## config.mk

```make
export PLATFORM = sky130hd
export DESIGN_NAME = freq_div_ctrl
export DESIGN_NICKNAME = d
export VERILOG_FILES = /design/src/rtl/freq_div_pkg.sv /design/src/rtl/freq_div_duty_shaper.sv /design/src/rtl/freq_div_ctrl.sv
export SDC_FILE = /design/constraint.sdc
export NUM_CORES = 1
export LEC_CHECK = 0
export CORE_ASPECT_RATIO = 1.75
export CORE_MARGIN = 2
export CORE_UTILIZATION = 45
export CTS_CLUSTER_DIAMETER = 100
export DETAILED_ROUTE_END_ITERATION = 6
export GPL_TIMING_DRIVEN = 0
export MAX_ROUTING_LAYER = met4
export PLACE_DENSITY = 0.69
export REMOVE_ABC_BUFFERS = 1
export SLEW_MARGIN = 20
export SYNTH_ARGS = -nofsm -noshare
export SYNTH_HDL_FRONTEND = slang
export SYNTH_SLANG_ARGS = --single-unit
```

## constraint.sdc

```tcl
create_clock -name i_clk -period 3.1 [get_ports i_clk]
set_clock_uncertainty 0.05 [all_clocks]
set_input_delay 0.62 -clock i_clk [delete_from_list [all_inputs] [get_ports i_clk]]
set_output_delay 0.62 -clock i_clk [all_outputs]
set_load 0.01 [all_outputs]
```

## src/rtl/freq_div_pkg.sv

```systemverilog
// Shared types and constants for the runtime-programmable clock divider.
package freq_div_pkg;

    typedef enum logic [1:0] {
        ST_OFF    = 2'd0,
        ST_RUN    = 2'd1,
        ST_SWITCH = 2'd2,
        ST_STOP   = 2'd3
    } state_t;

    localparam int MIN_DIV = 2;

endpackage

```

## src/rtl/freq_div_duty_shaper.sv

```systemverilog
// Builds a 50% duty clk_out from the counter: posedge phase flop plus a
// negedge-delayed copy that stretches the high time by half a cycle for odd divisors.
module freq_div_duty_shaper #(
    parameter int DIV_W = 8
) (
    input  logic             i_clk,
    input  logic             i_rst_n,
    input  logic [DIV_W-1:0] i_cnt,
    input  logic [DIV_W-1:0] i_div,
    input  logic             i_running,
    output logic             o_clk_out
);

    logic r_phase;
    logic r_odd;
    logic r_neg;

    // Inputs are the next-cycle counter/divisor, so r_phase lines up with the registered count.
    always_ff @(posedge i_clk or negedge i_rst_n) begin
        if (!i_rst_n) begin
            r_phase <= 1'b0;
            r_odd   <= 1'b0;
        end else begin
            r_phase <= i_running && (i_cnt < (i_div >> 1));
            r_odd   <= i_div[0];
        end
    end

    always_ff @(negedge i_clk or negedge i_rst_n) begin
        if (!i_rst_n) begin
            r_neg <= 1'b0;
        end else begin
            r_neg <= r_phase & r_odd;
        end
    end

    assign o_clk_out = r_phase | r_neg;

endmodule

```

## src/rtl/freq_div_ctrl.sv

```systemverilog
// Clock-divider controller: sequences start/stop and divisor changes on period
// boundaries so the divided clock never produces a runt or partial period.
module freq_div_ctrl
    import freq_div_pkg::*;
#(
    parameter int DIV_W       = 8,
    parameter int DEFAULT_DIV = 3
) (
    input  logic             i_clk,
    input  logic             i_rst_n,
    input  logic             i_enable,
    input  logic             i_cfg_valid,
    input  logic [DIV_W-1:0] i_cfg_div,
    output logic             o_cfg_ready,
    output logic             o_cfg_err,
    output logic [DIV_W-1:0] o_cur_div,
    output logic             o_clk_out,
    output logic             o_tick
);

    generate
        if (DEFAULT_DIV < MIN_DIV || DEFAULT_DIV > (2**DIV_W) - 1) begin : g_bad_default
            $error("freq_div_ctrl: DEFAULT_DIV out of legal range");
        end
    endgenerate

    state_t           r_state;
    state_t           w_state_next;
    logic [DIV_W-1:0] r_cnt;
    logic [DIV_W-1:0] w_cnt_next;
    logic [DIV_W-1:0] r_cur_div;
    logic [DIV_W-1:0] w_div_next;
    logic [DIV_W-1:0] r_pend_div;
    logic [DIV_W-1:0] w_pend_next;
    logic             r_pend_vld;
    logic             w_pend_vld_next;
    logic             r_ready_en;
    logic             r_tick;
    logic             r_cfg_err;
    logic             w_wrap;
    logic             w_accept;
    logic             w_cfg_legal;
    logic             w_running_next;
    logic [DIV_W-1:0] w_cnt_inc;

    assign o_cfg_ready    = r_ready_en && (r_state != ST_SWITCH);
    assign w_accept       = i_cfg_valid && o_cfg_ready;
    assign w_cfg_legal    = (i_cfg_div >= DIV_W'(MIN_DIV));
    assign w_wrap         = (r_cnt == (r_cur_div - DIV_W'(1)));
    assign w_cnt_inc      = w_wrap ? '0 : (r_cnt + DIV_W'(1));
    assign w_running_next = (w_state_next != ST_OFF);

    always_comb begin
        w_state_next    = r_state;
        w_cnt_next      = r_cnt;
        w_div_next      = r_cur_div;
        w_pend_next     = r_pend_div;
        w_pend_vld_next = r_pend_vld;
        case (r_state)
            ST_OFF: begin
                w_cnt_next      = '0;
                w_pend_vld_next = 1'b0;
                if (w_accept && w_cfg_legal) begin
                    w_div_next = i_cfg_div;
                end
                if (i_enable) begin
                    w_state_next = ST_RUN;
                end
            end
            ST_RUN: begin
                w_cnt_next = w_cnt_inc;
                if (w_accept && w_cfg_legal) begin
                    w_pend_next     = i_cfg_div;
                    w_pend_vld_next = 1'b1;
                end
                if (!i_enable) begin
                    w_state_next = ST_STOP;
                end else if (w_accept && w_cfg_legal) begin
                    w_state_next = ST_SWITCH;
                end
            end
            ST_SWITCH: begin
                w_cnt_next = w_cnt_inc;
                if (w_wrap) begin
                    w_div_next      = r_pend_div;
                    w_pend_vld_next = 1'b0;
                    w_state_next    = i_enable ? ST_RUN : ST_OFF;
                end
            end
            ST_STOP: begin
                w_cnt_next = w_cnt_inc;
                if (w_accept && w_cfg_legal) begin
                    w_pend_next     = i_cfg_div;
                    w_pend_vld_next = 1'b1;
                end
                // A divisor written while stopping takes effect at the period boundary.
                if (w_wrap && w_pend_vld_next) begin
                    w_div_next      = w_pend_next;
                    w_pend_vld_next = 1'b0;
                    w_state_next    = i_enable ? ST_RUN : ST_OFF;
                end else if (i_enable) begin
                    w_state_next = w_pend_vld_next ? ST_SWITCH : ST_RUN;
                end else if (w_wrap) begin
                    w_state_next = ST_OFF;
                end
            end
            default: begin
                w_state_next = ST_OFF;
                w_cnt_next   = '0;
            end
        endcase
    end

    always_ff @(posedge i_clk or negedge i_rst_n) begin
        if (!i_rst_n) begin
            r_state    <= ST_OFF;
            r_cnt      <= '0;
            r_cur_div  <= DIV_W'(DEFAULT_DIV);
            r_pend_div <= '0;
            r_pend_vld <= 1'b0;
            r_ready_en <= 1'b0;
            r_tick     <= 1'b0;
            r_cfg_err  <= 1'b0;
        end else begin
            r_state    <= w_state_next;
            r_cnt      <= w_cnt_next;
            r_cur_div  <= w_div_next;
            r_pend_div <= w_pend_next;
            r_pend_vld <= w_pend_vld_next;
            r_ready_en <= 1'b1;
            r_tick     <= w_running_next && (w_cnt_next == '0);
            r_cfg_err  <= w_accept && !w_cfg_legal;
        end
    end

    freq_div_duty_shaper #(
        .DIV_W (DIV_W)
    ) u_shaper (
        .i_clk     (i_clk),
        .i_rst_n   (i_rst_n),
        .i_cnt     (w_cnt_next),
        .i_div     (w_div_next),
        .i_running (w_running_next),
        .o_clk_out (o_clk_out)
    );

    assign o_cur_div = r_cur_div;
    assign o_tick    = r_tick;
    assign o_cfg_err = r_cfg_err;

endmodule
```

Yosys cells after proc, flatten, opt, wreduce, memory -nomap -nowiden
Cells that the tools add are included.
- register bits: 33
- input port bits: 12
- add/sub/neg operators: 2
- magnitude comparators: 2
- equal/unequal tests: 6
- multiplexer cells: 22
- bitwise operators: 2
- reductions and logical operators: 13
- operators by type and width (cell ; number):
    8-bit 2-to-1 mux ; 5
    8-bit case mux with 3 select lines ; 1
    2-bit 2-to-1 mux ; 8
    8-bit case mux with 2 select lines ; 1
    8-bit by 1-bit adder with 8-bit output, second input constant ; 1
    8-bit == test ; 1
    8-bit by 2-bit greater-or-equal comparator with 1-bit output, second input constant ; 1
    8-bit logical NOT ; 1
    8-bit by 7-bit less-than comparator with 1-bit output ; 1
    2-bit case mux with 4 select lines ; 1
    8-bit by 1-bit subtractor with 8-bit output, second input constant ; 1
    1-bit logical AND ; 7
    1-bit 2-to-1 mux ; 5
    2-bit == test, second input constant ; 2
    2-bit != test, second input constant ; 2
    1-bit case mux with 4 select lines ; 1
    3-bit OR reduction ; 1
    2-bit by 1-bit == test with 1-bit output, second input constant ; 1
    2-bit logical NOT ; 1
    2-bit nonzero test ; 1
    2-bit OR reduction ; 1
    1-bit bitwise AND ; 1
    1-bit logical NOT ; 1
    1-bit OR ; 1

Depth between registers and ports, before layout
Gate-level depths: netlist (run 1).
- depth in word-level cells: 12
- depth in mapped cells: 15
- gate-level depth less buffers: 15

Modules after synthesis
Synthesis (run 1) repeated with hierarchy kept, for this count alone.
- cells, all modules: 270
- area, all modules: 2496.1 µm²
- by module, submodules not included (module ; times used ; cells an instance ; area an instance (µm²) ; sequential area each (µm²)):
    freq_div_ctrl ; 1 ; 242 ; 2237.1 ; 753.2
    freq_div_duty_shaper ; 1 ; 28 ; 259.0 ; 75.1

==> results.tsv, run 1 <==
metric	value	unit
synth_most_common_cell	nand2_1	
worst-r2r-cell-count	15	
synthXorXnorAreaFrac	0.05174	
hp-class	in -> async	
grt_antenna_before_repair	0	
fp-row-count	35	
grt_max_degree	30	
p_sw	1.190	mW
syn_inst	272	
rsz0062_at_grt	true	
routedWlPerCell	18.72	µm
violations	design-rule violations, negative setup slack	
holdWs	0.1845	ns
synth-seq-area-share	0.3495	
route.detailed.drc	1	
fin_crit_sh	1.157	
synth_top_area_cell	dfrtp_1	
power_frac_seq	0.306	
root_buffer	clkbuf_8	
synth_compound_area_frac	0.2413	
grt_pass1_wl	11.93	mm
diodes	0	
slew_viol_final	0	
worst_pin_slew	0.5621	ns
crit_slowest_cell	dfstp_2	
cp_cell_sequence	inv_2 -> ha_4 -> xor2_1 -> o211ai_1 -> a221oi_2 -> buf_4 -> o211a_4 -> nand3_4 -> o21ai_4 -> nor2_2 -> a211oi_2 -> ha_1 -> a211o_1 -> a221o_1 -> a211oi_2	
max_freq	278.9	MHz
cp-end-kind	register	
crit_path_frequent_cell	a211oi_2	
synth_top_family_by_area	simple AND/OR/NAND/NOR gates	
finish.net_count	353	
setup_viol	2	
worst-path-buf-inv	2	
yosys-mux-area-fraction	0.04224	
synth-simple-area-share	0.2460	
synthTopCellsByArea	dfrtp_1 (32%), nand2_1 (6.3%), ha_1 (4.2%)	
crit_type	reg -> reg	
worstPathMaxFanout	4	
p_leak	1.499	nW
reg2reg_from	o_cur_div[0]$_DFF_PN1_	
cts_tree	built	
wl_met3	258	µm
swShare	0.4419	
required	3.25	ns
arrival	3.73	ns
core	0.005167	mm²
clk_pin_slew	0.07	ns
syn_to_final_growth	36.38	%
cts_inserted_buffers	5	
place_congestion	0.9384	
relSlewSlack	0.6245	
synth-edff-count	0	
routed_wirelength	7.283	mm
synth.cell_area	0.002370	mm²
max_stage_delay	0.58	ns
combPwrFrac	0.562	
clockBufferDepth	2	
synth-adder-area-share	0.04224	
synth-seq-cells	33	
status	finished with violations	
grt_usage	0.2751	
ant_nets	0	
finalHoldViolations	0	
ir_drop	0.4486	mV
finalPower	2.693	mW
drt_iter0_markers	86	
dpl_cell_area	0.002650	mm²
drive_above_1_share	0.3114	
crit_path_start_kind	register	
synth_area_per_cell	8.712	µm²
maxUsedRoutingLayer	met4	
synth_cell_types	61	
synth.top_cell.area_share	0.3168	
ctsHoldBuffers	0	
clock_latency	0.28	ns
drv_cap	0	
io_buffers	23	
overflow	0	
clock-sinks	33	
design_area	0.003232	mm²
ff2ff_setup_slack	-0.49	ns
synth_ff_type	dfrtp_1	
critPathTopFamily	compound AO/OA/AOI/OAI gates	
die_w	58.86	µm
dieArea	0.005886	mm²
hpwl	4.762	mm
wl_met1	2.589	mm
routed-via-count	2449	
p_per_area	833.3	mW/mm²
die_h	100	µm
boundaryPins	24	
start_util	0.4586	
routed-wl-met2	3.846	mm
h-tree-depth	2	
p_int	1.503	mW
clkPwrFrac	0.132	
setup_ws	-0.4860	ns
drt_first_pass_iters	6	
synth_common_cells	nand2_1 (40), dfrtp_1 (30), nor2_1 (22)	
r2r-end	u_shaper.r_phase$_DFF_PN0_	
synthArstFlopShare	1.000	
yosys_warnings	0	
timing.final.crit_period	3.586	ns
grt_pass1_vias	2546	
vias_per_cell	6.296	
-- per-stage QoR --
stage          instances  utilization  TNS [ns]  setup slack, ns
2_1_floorplan        261            -   -0.3565          -0.3565
3_3_place_gp         339       0.5085    -3.005           -1.257
3_5_place_dp         340       0.5128    -2.377           -1.245
4_1_cts              381       0.6041   -0.5108          -0.4380
5_1_grt              389       0.6254   -0.7648          -0.6614
6_report             389       0.6254   -0.5552          -0.4860
-- worst max path at each step --
stage / startpoint / cells past startpoint / end
after global routing: o_cur_div[3]$_DFF_PN0_ / 13 / u_shaper.r_phase$_DFF_PN0_
after floorplan: i_cfg_div[4] / 12 / u_shaper.r_phase$_DFF_PN0_
after CTS: o_cur_div[0]$_DFF_PN1_ / 14 / u_shaper.r_phase$_DFF_PN0_
final: o_cur_div[0]$_DFF_PN1_ / 15 / u_shaper.r_phase$_DFF_PN0_
after detailed placement: i_cfg_div[4] / 13 / u_shaper.r_phase$_DFF_PN0_
after global placement: i_cfg_div[4] / 13 / u_shaper.r_phase$_DFF_PN0_
-- flip-flops by register name (all words and copies together) (netlist names) --
register and flops:
r_pend_vld 1, r_pend_div 8, u_shaper.r_phase 1, r_state 2
o_cur_div 8, r_cnt 8, u_shaper.r_odd 1, r_ready_en 1
o_tick 1, o_cfg_err 1, u_shaper.r_neg 1
-- power groups by stage --
stage	clock, mW	sequential [mW]	combinational [mW]
2_1_floorplan	0	0.746	0.871
3_3_place_gp	0	0.800	1.14
3_5_place_dp	0	0.809	1.18
4_1_cts	0.365	0.808	1.42
5_1_grt	0.382	0.850	1.66
6_report	0.355	0.825	1.51
-- layer usage --
| metal | GRT usage | up-vias |
|---|---|---|
| met5 | - | - |
| met4 | 0.2273 | 0 |
| met3 | 0.03351 | 49 |
| met2 | 0.4556 | 107 |
| met1 | 0.2783 | 1164 |
| li1 | - | 1129 |
-- worst reg2reg max path: cells and delay by family, from the launching register on --
kind / cells / cell delay [ns]
adders and majority gates: 2 / 0.54
AOI/OAI and AO/OA: 8 / 1.76
buffers and inverters: 2 / 0.25
xor gates and xnor gates: 1 / 0.12
and+or+nand+nor: 2 / 0.18
DFF: 1 / 0.58
-- logic make-up (layout without fill, tap and decap cells) --
kind of cell | count (synthesis) | after routing
mux | 9 | 9
simple gates | 115 | 115
xor+xnor | 14 | 14
compound gates | 76 | 76
flops | 33 | 33
buf+inv | 16 | 78
other cells | 1 | 1
fa+ha+maj | 8 | 8
-- layout make-up --
class | count | area, µm²
clock buffers | 7 | 96.34
clock inverters | 1 | 5.005
multi-input cells | 223 | 1633
repair buffers | 65 | 576.8
flip-flops and latches | 33 | 833.3
fillers | 424 | 1936
inverters | 5 | 18.77
well taps | 55 | 68.82
-- placed cells by master, fill, tap and decap left out, types with 4 or more instances in the layout --
| master | count |
|---|---|
| dlygate4sd2_1 | 4 |
| clkbuf_8 | 7 |
| xnor2_1 | 7 |
| ha_1 | 6 |
| o21ai_0 | 13 |
| a21oi_1 | 7 |
| a211o_1 | 6 |
| o21ai_1 | 6 |
| nor3_1 | 5 |
| a31oi_1 | 6 |
| mux2_2 | 8 |
| xor2_1 | 7 |
| nor2_1 | 21 |
| clkdlybuf4s50_1 | 14 |
| nand3_1 | 14 |
| and3_1 | 6 |
| inv_1 | 4 |
| dfrtp_1 | 28 |
| nand2_1 | 38 |
| buf_4 | 40 |
-- what timing repair did --
item	in CTS	in global routing
buffers inserted	33	8
gates resized for setup	37	10
gates cloned	0	0
endpoints found under the setup margin	3	3
pin swaps	22	11
No activity file was read; power rests on OpenSTA's default activity.
==> run 2: changes to the inputs <==
CAP_MARGIN = 20   (was default)
CTS_BUF_LIST = sky130_fd_sc_hd__clkbuf_8 sky130_fd_sc_hd__clkbuf_16   (was default)
==> results of run 2 <==
No change in the layout: final DEF, timing and power equal those of run 1.
==> run 3: changes to the inputs <==
CTS_BUF_LIST = sky130_fd_sc_hd__clkbuf_16   (was sky130_fd_sc_hd__clkbuf_8 sky130_fd_sc_hd__clkbuf_16)
==> run 3 against run 2 <==
- setup slack worse by 0.098 ns
- final cell count is 1.5% higher
- count of clock-buffer cells in the layout is 2 lower
- worst hold slack better by 0.012 ns
- non-clock buffer count is 6 higher
- flip-flop and latch count stayed put
- global-route usage is 1.0 points higher
- sequential power is 2% higher
- register-to-register slack worse by 0.098 ns
- the flow still finishes with violations (design-rule violations, negative setup slack)
- sequential share of layout area is 0.80 points lower
- combinational power is 6% higher
==> results.tsv, run 3 (synthesis gave the netlist of run 1 again) <==
metric	value	unit
h-tree-depth	2	
grt_antenna_before_repair	0	
fin_crit_sh	1.188	
finalHoldViolations	0	
p_per_area	865.9	mW/mm²
die_h	100	µm
diodes	0	
clockBufferDepth	2	
clk_pin_slew	0.05	ns
worst_pin_slew	0.6819	ns
routedWlPerCell	19.35	µm
drive_above_1_share	0.3353	
cts_tree	built	
drt_iter0_markers	130	
ctsHoldBuffers	0	
start_util	0.4586	
ff2ff_setup_slack	-0.58	ns
drt_first_pass_iters	7	
cts_inserted_buffers	5	
finish.net_count	359	
vias_per_cell	6.382	
io_buffers	23	
setup_viol	3	
grt_max_degree	30	
place_congestion	0.9384	
critPathTopFamily	buffers and inverters	
relSlewSlack	0.5445	
final_common_cell	buf_4	
slew_viol_final	0	
cp-end-kind	register	
cp_cell_sequence	buf_4 -> or3_4 -> o31a_1 -> o211a_1 -> o211ai_2 -> nor3_4 -> buf_12 -> buf_4 -> a41oi_4 -> o21ai_2 -> buf_4 -> buf_4 -> buf_4 -> buf_4 -> buf_4 -> buf_4 -> buf_4 -> buf_4 -> buf_4 -> nand3_1	
die_w	58.86	µm
crit_type	reg -> reg	
worstPathMaxFanout	5	
pre_cts_ws	-1.245	ns
fp-row-count	35	
status	finished with violations	
clock-sinks	33	
dieArea	0.005886	mm²
clock_latency	0.27	ns
fin_setup_tns	-1.188	ns
syn_to_final_growth	41.18	%
final_cell_mix	buf_4 (44), nand2_1 (38), dfrtp_1 (28)	
max_stage_delay	0.39	ns
core	0.005167	mm²
worst-path-buf-inv	12	
arrival	3.84	ns
rsz0062_at_grt	true	
violations	design-rule violations, negative setup slack	
max_freq	271.4	MHz
ir_drop	0.5559	mV
crit_slowest_cell	dfstp_2	
hp-class	in -> async	
grt_usage	0.2856	
overflow	0	
grt_pass1_vias	2622	
grt_pass1_wl	12.34	mm
ant_nets	0	
root_buffer	clkbuf_16	
crit_path_frequent_cell	buf_4	
hpwl	4.762	mm
required	3.26	ns
routed-via-count	2521	
routed_wirelength	7.645	mm
timing.final.crit_period	3.684	ns
p_leak	1.512	nW
setup_ws	-0.5840	ns
route.detailed.drc	1	
drv_cap	0	
boundaryPins	24	
crit_path_start_kind	register	
[run 3: layer usage]
| metal | track usage | vias up | wire length, µm |
|---|---|---|---|
| li1 | - | 1140 | - |
| met1 | 0.2925 | 1182 | 2614 |
| met2 | 0.4744 | 142 | 4036 |
| met3 | 0.03093 | 57 | 375 |
| met4 | 0.2308 | 0 | 617 |
| met5 | - | - | 0 |
[run 3: cell type report]
class / instances / area [µm²]
Clock inverter: 3 / 12.51
Tap cell: 55 / 68.82
Fill cell: 411 / 1822
Timing Repair Buffer: 71 / 618.1
Sequential cell: 33 / 835.8
Clock buffer: 5 / 125.1
Inverter: 5 / 18.77
Multi-Input combinational cell: 223 / 1667
[run 3: final timing paths]
check,from,to,cells after the start
worst max-delay path,o_cur_div[0]$_DFF_PN1_,o_cur_div[2]$_DFF_PN0_,20
max in group asynchronous,i_rst_n,u_shaper.r_neg$_DFF_NN0_,1
worst max register to register,o_cur_div[0]$_DFF_PN1_,o_cur_div[2]$_DFF_PN0_,20
min in group i_clk,r_pend_div[3]$_DFFE_PN0P_,r_pend_div[3]$_DFFE_PN0P_,1
worst min-delay path,i_rst_n,o_cur_div[3]$_DFF_PN0_,1
worst min register to register,r_pend_div[3]$_DFFE_PN0P_,r_pend_div[3]$_DFFE_PN0P_,1
[run 3: per-stage QoR]
step	area [µm²]	utilization	power, mW	cells	hold slack, ns
after floorplan	2328	-	1.617	261	0.2744
after CTS	3261	0.6310	2.748	391	0.2011
final	3346	0.6475	2.897	395	0.1961
after global routing	3346	0.6475	3.080	395	0.2197
after global placement	2628	0.5085	1.938	339	0.4706
after detailed placement	2650	0.5128	1.986	340	0.4670
[run 3: repair_timing]
item | CTS | global route
pin swaps | 28 | 9
gates resized for setup | 46 | 18
endpoints found under the setup margin | 3 | 4
setup buffers | 43 | 4
[run 3: power breakdown]
group	switching [mW]	internal (mW)	leakage (nW)
Clock	0.171	0.290	0.0687
Combinational	0.829	0.767	1.02
Sequential	0.262	0.579	0.421
Total	1.26	1.64	1.51
[run 3: worst reg2reg max path, stage by stage (launching register included)]
cell	delay, ns
dfstp_2	0.39
buf_4	0.16
or3_4	0.39
o31a_1	0.30
o211a_1	0.26
o211ai_2	0.25
nor3_4	0.06
buf_12	0.14
buf_4	0.14
a41oi_4	0.20
o21ai_2	0.09
buf_4	0.15
buf_4	0.12
buf_4	0.12
buf_4	0.12
buf_4	0.12
buf_4	0.12
buf_4	0.12
buf_4	0.12
buf_4	0.12
nand3_1	0.08
